**src/rtl/syscall_unit.sv**
```systemverilog
// Syscall service unit: console print char/int, exit/exit2, with an output byte FIFO.
// Define SYSCALL_HEX_EN to add funct 34 (print hex as "0x" + 8 lowercase nibbles).
module syscall_unit #(
    parameter int FIFO_DEPTH = 16,
    parameter int FIFO_AW    = 4
) (
    input  logic        clock,
    input  logic        reset,
    input  logic        syscall_valid,
    input  logic [31:0] syscall_funct,
    input  logic [31:0] syscall_param1,
    output logic        syscall_busy,
    output logic        out_valid,
    output logic [7:0]  out_data,
    input  logic        out_ready,
    output logic        halted,
    output logic [7:0]  exit_code,
    output logic        done
);

    typedef enum logic [2:0] {
        S_IDLE,
        S_SIGN,
        S_DIGIT,
        S_EMIT,
        S_HEX
    } state_t;

    state_t             state_q, state_d;
    logic [31:0]        mag_q, mag_d;
    logic [3:0]         pow_q, pow_d;
    logic [3:0]         digit_q, digit_d;
    logic               started_q, started_d;
    logic               halted_q, halted_d;
    logic [7:0]         exit_q, exit_d;
    logic [FIFO_AW:0]   wptr_q, wptr_d;
    logic [FIFO_AW:0]   rptr_q, rptr_d;
    logic [7:0]         mem_q [FIFO_DEPTH];
`ifdef SYSCALL_HEX_EN
    logic [3:0]         hex_q, hex_d;
    logic [3:0]         nib;
`endif

    logic        full, empty, accept, push_req, push_en, pop, emit;
    logic [7:0]  push_data;
    logic [31:0] pow_val;

    function automatic logic [31:0] pow10(input logic [3:0] idx);
        case (idx)
            4'd0:    pow10 = 32'd1;
            4'd1:    pow10 = 32'd10;
            4'd2:    pow10 = 32'd100;
            4'd3:    pow10 = 32'd1000;
            4'd4:    pow10 = 32'd10000;
            4'd5:    pow10 = 32'd100000;
            4'd6:    pow10 = 32'd1000000;
            4'd7:    pow10 = 32'd10000000;
            4'd8:    pow10 = 32'd100000000;
            4'd9:    pow10 = 32'd1000000000;
            default: pow10 = 32'd1;
        endcase
    endfunction

    // Extra pointer bit distinguishes full from empty when the indices match.
    assign empty = (wptr_q == rptr_q);
    assign full  = (wptr_q[FIFO_AW] != rptr_q[FIFO_AW]) &&
                   (wptr_q[FIFO_AW-1:0] == rptr_q[FIFO_AW-1:0]);

    assign syscall_busy = (state_q != S_IDLE) | full;
    assign accept       = syscall_valid & ~syscall_busy & ~halted_q;
    assign out_valid    = ~empty;
    assign out_data     = empty ? 8'h00 : mem_q[rptr_q[FIFO_AW-1:0]];
    assign pop          = out_valid & out_ready;
    assign push_en      = push_req & ~full;
    assign halted       = halted_q;
    assign exit_code    = exit_q;
    assign done         = halted_q & empty & (state_q == S_IDLE);
    assign pow_val      = pow10(pow_q);
    assign emit         = (digit_q != 4'd0) | started_q | (pow_q == 4'd0);
`ifdef SYSCALL_HEX_EN
    assign nib          = mag_q[31:28];
`endif

    always_comb begin
        state_d   = state_q;
        mag_d     = mag_q;
        pow_d     = pow_q;
        digit_d   = digit_q;
        started_d = started_q;
        halted_d  = halted_q;
        exit_d    = exit_q;
        push_req  = 1'b0;
        push_data = 8'h00;
`ifdef SYSCALL_HEX_EN
        hex_d     = hex_q;
`endif
        case (state_q)
            S_IDLE: begin
                if (accept) begin
                    case (syscall_funct)
                        32'd11: begin
                            push_req  = 1'b1;
                            push_data = syscall_param1[7:0];
                        end
                        32'd1: begin
                            mag_d     = syscall_param1[31] ?
                                        (~syscall_param1 + 32'd1) :
                                        syscall_param1;
                            pow_d     = 4'd9;
                            digit_d   = 4'd0;
                            started_d = 1'b0;
                            state_d   = syscall_param1[31] ? S_SIGN : S_DIGIT;
                        end
                        32'd10: begin
                            halted_d = 1'b1;
                            exit_d   = 8'h00;
                        end
                        32'd17: begin
                            halted_d = 1'b1;
                            exit_d   = syscall_param1[7:0];
                        end
`ifdef SYSCALL_HEX_EN
                        32'd34: begin
                            mag_d   = syscall_param1;
                            hex_d   = 4'd0;
                            state_d = S_HEX;
                        end
`endif
                        default: ;
                    endcase
                end
            end
            S_SIGN: begin
                if (!full) begin
                    push_req  = 1'b1;
                    push_data = 8'h2D;
                    state_d   = S_DIGIT;
                end
            end
            S_DIGIT: begin
                if (mag_q >= pow_val) begin
                    mag_d   = mag_q - pow_val;
                    digit_d = digit_q + 4'd1;
                end else begin
                    state_d = S_EMIT;
                end
            end
            S_EMIT: begin
                if (!(emit && full)) begin
                    if (emit) begin
                        push_req  = 1'b1;
                        push_data = 8'h30 + {4'h0, digit_q};
                        started_d = 1'b1;
                    end
                    if (pow_q == 4'd0) begin
                        state_d = S_IDLE;
                    end else begin
                        pow_d   = pow_q - 4'd1;
                        digit_d = 4'd0;
                        state_d = S_DIGIT;
                    end
                end
            end
`ifdef SYSCALL_HEX_EN
            S_HEX: begin
                if (!full) begin
                    push_req = 1'b1;
                    if (hex_q == 4'd0) begin
                        push_data = 8'h30;
                    end else if (hex_q == 4'd1) begin
                        push_data = 8'h78;
                    end else begin
                        push_data = (nib < 4'd10) ? 8'h30 + {4'h0, nib} :
                                                    8'h57 + {4'h0, nib};
                        mag_d = {mag_q[27:0], 4'h0};
                    end
                    if (hex_q == 4'd9) state_d = S_IDLE;
                    else               hex_d = hex_q + 4'd1;
                end
            end
`endif
            default: state_d = S_IDLE;
        endcase
    end

    assign wptr_d = wptr_q + (FIFO_AW+1)'(push_en);
    assign rptr_d = rptr_q + (FIFO_AW+1)'(pop);

    always_ff @(posedge clock) begin
        if (reset) begin
            state_q   <= S_IDLE;
            mag_q     <= 32'd0;
            pow_q     <= 4'd0;
            digit_q   <= 4'd0;
            started_q <= 1'b0;
            halted_q  <= 1'b0;
            exit_q    <= 8'h00;
            wptr_q    <= '0;
            rptr_q    <= '0;
`ifdef SYSCALL_HEX_EN
            hex_q     <= 4'd0;
`endif
        end else begin
            state_q   <= state_d;
            mag_q     <= mag_d;
            pow_q     <= pow_d;
            digit_q   <= digit_d;
            started_q <= started_d;
            halted_q  <= halted_d;
            exit_q    <= exit_d;
            wptr_q    <= wptr_d;
            rptr_q    <= rptr_d;
`ifdef SYSCALL_HEX_EN
            hex_q     <= hex_d;
`endif
        end
    end

    always_ff @(posedge clock) begin
        if (push_en) mem_q[wptr_q[FIFO_AW-1:0]] <= push_data;
    end

endmodule
```
**config.mk**
```make
export PLATFORM = sky130hd
export DESIGN_NAME = syscall_unit
export DESIGN_NICKNAME = d
export VERILOG_FILES = /design/src/rtl/syscall_unit.sv
export SDC_FILE = /design/constraint.sdc
export NUM_CORES = 1
export LEC_CHECK = 0
export CAP_MARGIN = 20
export CELL_PAD_IN_SITES_DETAIL_PLACEMENT = 0
export CELL_PAD_IN_SITES_GLOBAL_PLACEMENT = 2
export CORE_ASPECT_RATIO = 1.1
export CORE_UTILIZATION = 39
export CTS_CLUSTER_DIAMETER = 40
export DETAILED_ROUTE_END_ITERATION = 10
export PLACE_DENSITY = 0.89
export SLEW_MARGIN = 20
export SYNTH_ARGS = -nofsm -noshare
export SYNTH_HDL_FRONTEND = slang
export SYNTH_SLANG_ARGS = --single-unit
export TNS_END_PERCENT = 100
```
**constraint.sdc**
```tcl
create_clock -name clock -period 3.77 [get_ports clock]
set_input_delay 0.754 -clock clock [delete_from_list [all_inputs] [get_ports clock]]
set_output_delay 0.754 -clock clock [all_outputs]
set_load 0.05 [all_outputs]
```
==> metrics.txt <==
largest net degree at the start of global routing=41; Slowest-stage cell, CP=mux4_2; worst r2r dst=mag_q[24]$_SDFFE_PP0P_; cell count after synthesis=1055; switching component of the power=1830 uW; Flop pwr share=39.2%; layout cell share with drive strength beyond 1=15.3%; clk slew on worst S/H paths=0.06 ns; final WL=30.5 mm; port buffer count=87; Slew headroom=31.6%; routed vias/inst=5.42; CTS tree=yes; synthesized area=11200 sq um; Seq/Total Area, Yosys=49.3%; CP most frequent cell=mux4_2; DRC errors left=0; Critical Path, Cell by Cell=buf_12, mux4_2, mux4_2, nor2b_1, buf_4; final net count=1299; DP HPWL=22.6 mm; core area=28100 sq um; combinational power share=15.4%; hold path cells=2; dominant synthesized flop cell=edfxtp_1; row count=64; synth warn=0; Avg Inst Size Synth=10.7 sq um; Final Cycle Share=90.5%; worst-path maximum fanout=32; Antenna Nets Post-Route=0; routed via count=8542; hold wc startpoint=mag_q[11]$_SDFFE_PP0P_; first-pass GRT wire length=47.7 mm; all-layer global routing usage=21.0%; P_int=4630 uW; switching portion of total power=28.3%; Post-synth EDFFs=128; Tightest Hold Check Type=flip-flop to flip-flop; clock sink count=213; Max Cap Violations=0; Chip Height=180 microns; R2R cell count=12; Hold Fails Final Rpt=0; worst reg-to-reg setup slack=0.50 ns; WP buf/inv=2; Setup Buffers After CTS=0; outcome=finished, final reports clean; peak supply drop=384 uV; Die Area=29500 sq um; Final Wtd Congestion=0.823; vias in the first global route=8608; crit start category=flip-flop; clk_lat worst skew=0.57 ns; Area growth, synth to finish=23.7%; aggregate global routing overflow=0; Clock Skew=0.0179 ns; Setup Crit Path Kind=flip-flop to primary output; top-level port count=88; FMAX=293 MHz; CP Capture Type=primary output; Final min period=3.41 ns; routed length per instance=19.4 microns; cell family with most CP delay=multiplexers; initial antenna violation count=1; Synth async-reset ratio=0%; hold_ws=0.456 ns; Hold Crit Endpoint=mag_q[11]$_SDFFE_PP0P_; starting utilization of the core area=40.0%; hold buffer count at cts=0; die width=164 microns; FF+latch count, synth=213; Resize count post-CTS=0; reg2reg start=mag_q[0]$_SDFFE_PP0P_; initial DRC count=625; data arrival time of the worst path=2.66 ns; P per Cell Area=464 nW/um^2; fin. max-slew vios=0; share of power burned in the clock network=45.3%; fin cells=1576; multi-input logic area=5320 sq um; critical path launch point=rptr_q[0]$_SDFF_PP0_; CP peak stage delay=0.57 ns; Final setup viols=0; worst-margin pin slew=1.01 ns; Num CTS Buffers=31; Pleak=0.00530 uW; placed insts=1517; fill count=2521; H-tree levels=1; Longest Clk Path Bufs=3; unrepaired setup endpoints after global routing=no; number of distinct library cells after synthesis=62; syn nets=1167; Power Total=6460 uW; register area=5550 sq um; CTS root buf=clkbuf_16; Initial DRT Pass Iterations=5; critical path data required time=3.02 ns
## per-stage QoR
stage          setup TNS, ns  util, %  worst slack [ns]  area [sq um]
2_1_floorplan              0        -             0.323         11200
3_3_place_gp          -0.385     45.7            -0.147         12800
3_5_place_dp          -0.675     45.7            -0.172         12800
4_1_cts                    0     49.5             0.291         13900
5_1_grt                    0     49.5             0.206         13900
6_report                   0     49.5             0.358         13900
## cells in the final DEF (no fill, tap or decap), types with 18 or more instances in the layout
cell               n
clkdlybuf4s50_1   75
clkbuf_16         31
nand2_1           93
nor2_1            94
xor2_1            36
nand3_1           26
xnor2_1           26
buf_4             69
o21ai_0           38
ha_1              43
a211oi_1          21
a31oi_1           18
mux4_2            40
edfxtp_1         128
nor2b_1           24
dfxtp_1           84
nor3_1            35
inv_1             53
a21oi_1           57
## logic make-up after synthesis
family / Yosys count / share of synthesized area, %
AO/OA/AOI/OAI: 229 / 13.3
buffers and inverters: 101 / 3.45
multiplexers: 44 / 8.38
flip-flops: 213 / 49.3
XOR/XNOR: 62 / 4.83
adder cells (fa/ha/maj): 44 / 4.96
AND/OR/NAND/NOR: 362 / 15.8
## worst reg2reg max path, delay by kind of cell (launching register included)
kind                       cells  cell delay (ns)
AOI/OAI and AO/OA              5             1.30
buffers and inverters          2             0.25
and+or+nand+nor                3             0.61
DFF                            1             0.33
adders and majority gates      2             0.64
## registers in the layout (all words and copies together), names as in the netlist
name	count
started_q	1
pow_q	4
pow_val	23
exit_code	8
mem_q	128
digit_q	4
halted	1
state_q	2
rptr_q	5
mag_q	32
wptr_q	5
## routing by layer
| metal | up-vias | track usage, % | wire length (microns) |
|---|---|---|---|
| met5 | - | 0 | 0 |
| met4 | 0 | 6.63 | 815 |
| li1 | 4196 | - | - |
| met3 | 50 | 2.35 | 1320 |
| met1 | 4112 | 26.3 | 12900 |
| met2 | 184 | 37.5 | 15500 |
## worst max path at each step
stage	to	depth (start not counted)
2_1_floorplan	pow_val[13]$_DFF_P_	11
3_3_place_gp	mag_q[28]$_SDFFE_PP0P_	11
5_1_grt	pow_val[13]$_DFF_P_	12
3_5_place_dp	mag_q[28]$_SDFFE_PP0P_	11
4_1_cts	out_data[6]	5
6_report	out_data[6]	5
## Yosys cell counts, types with 26 or more instances
library cell,count,area share (%)
nor2_1,95,3.2
a21oi_1,57,2.5
nand3_1,26,1.2
xnor2_1,26,2.0
inv_1,53,1.8
ha_1,43,4.8
nor3_1,35,1.6
o21ai_0,38,1.7
nand2_1,93,3.1
mux4_2,40,8.0
clkbuf_1,35,1.2
xor2_1,36,2.8
edfxtp_1,128,34
dfxtp_1,85,15
## layout make-up
| cell class | count | share of cell area (%) |
|---|---|---|
| inverters | 53 | 1.43 |
| clock inverters | 23 | 1.93 |
| diodes | 1 | 0.0180 |
| well taps | 363 | 3.26 |
| clock buffers | 35 | 5.83 |
| repair buffers | 147 | 9.44 |
| multi-input cells | 741 | 38.2 |
| flip-flops and latches | 213 | 39.9 |
## power by group through the flow
stage	Combinational, uW	Clock (uW)	Sequential, uW
global route	1090	3070	2540
finish	997	2920	2530
CTS	1010	2970	2530
global placement	1000	0	2580
floorplan	663	0	2570
detailed placement	1010	0	2580
Note: power is estimated with default switching activity, not from simulation.
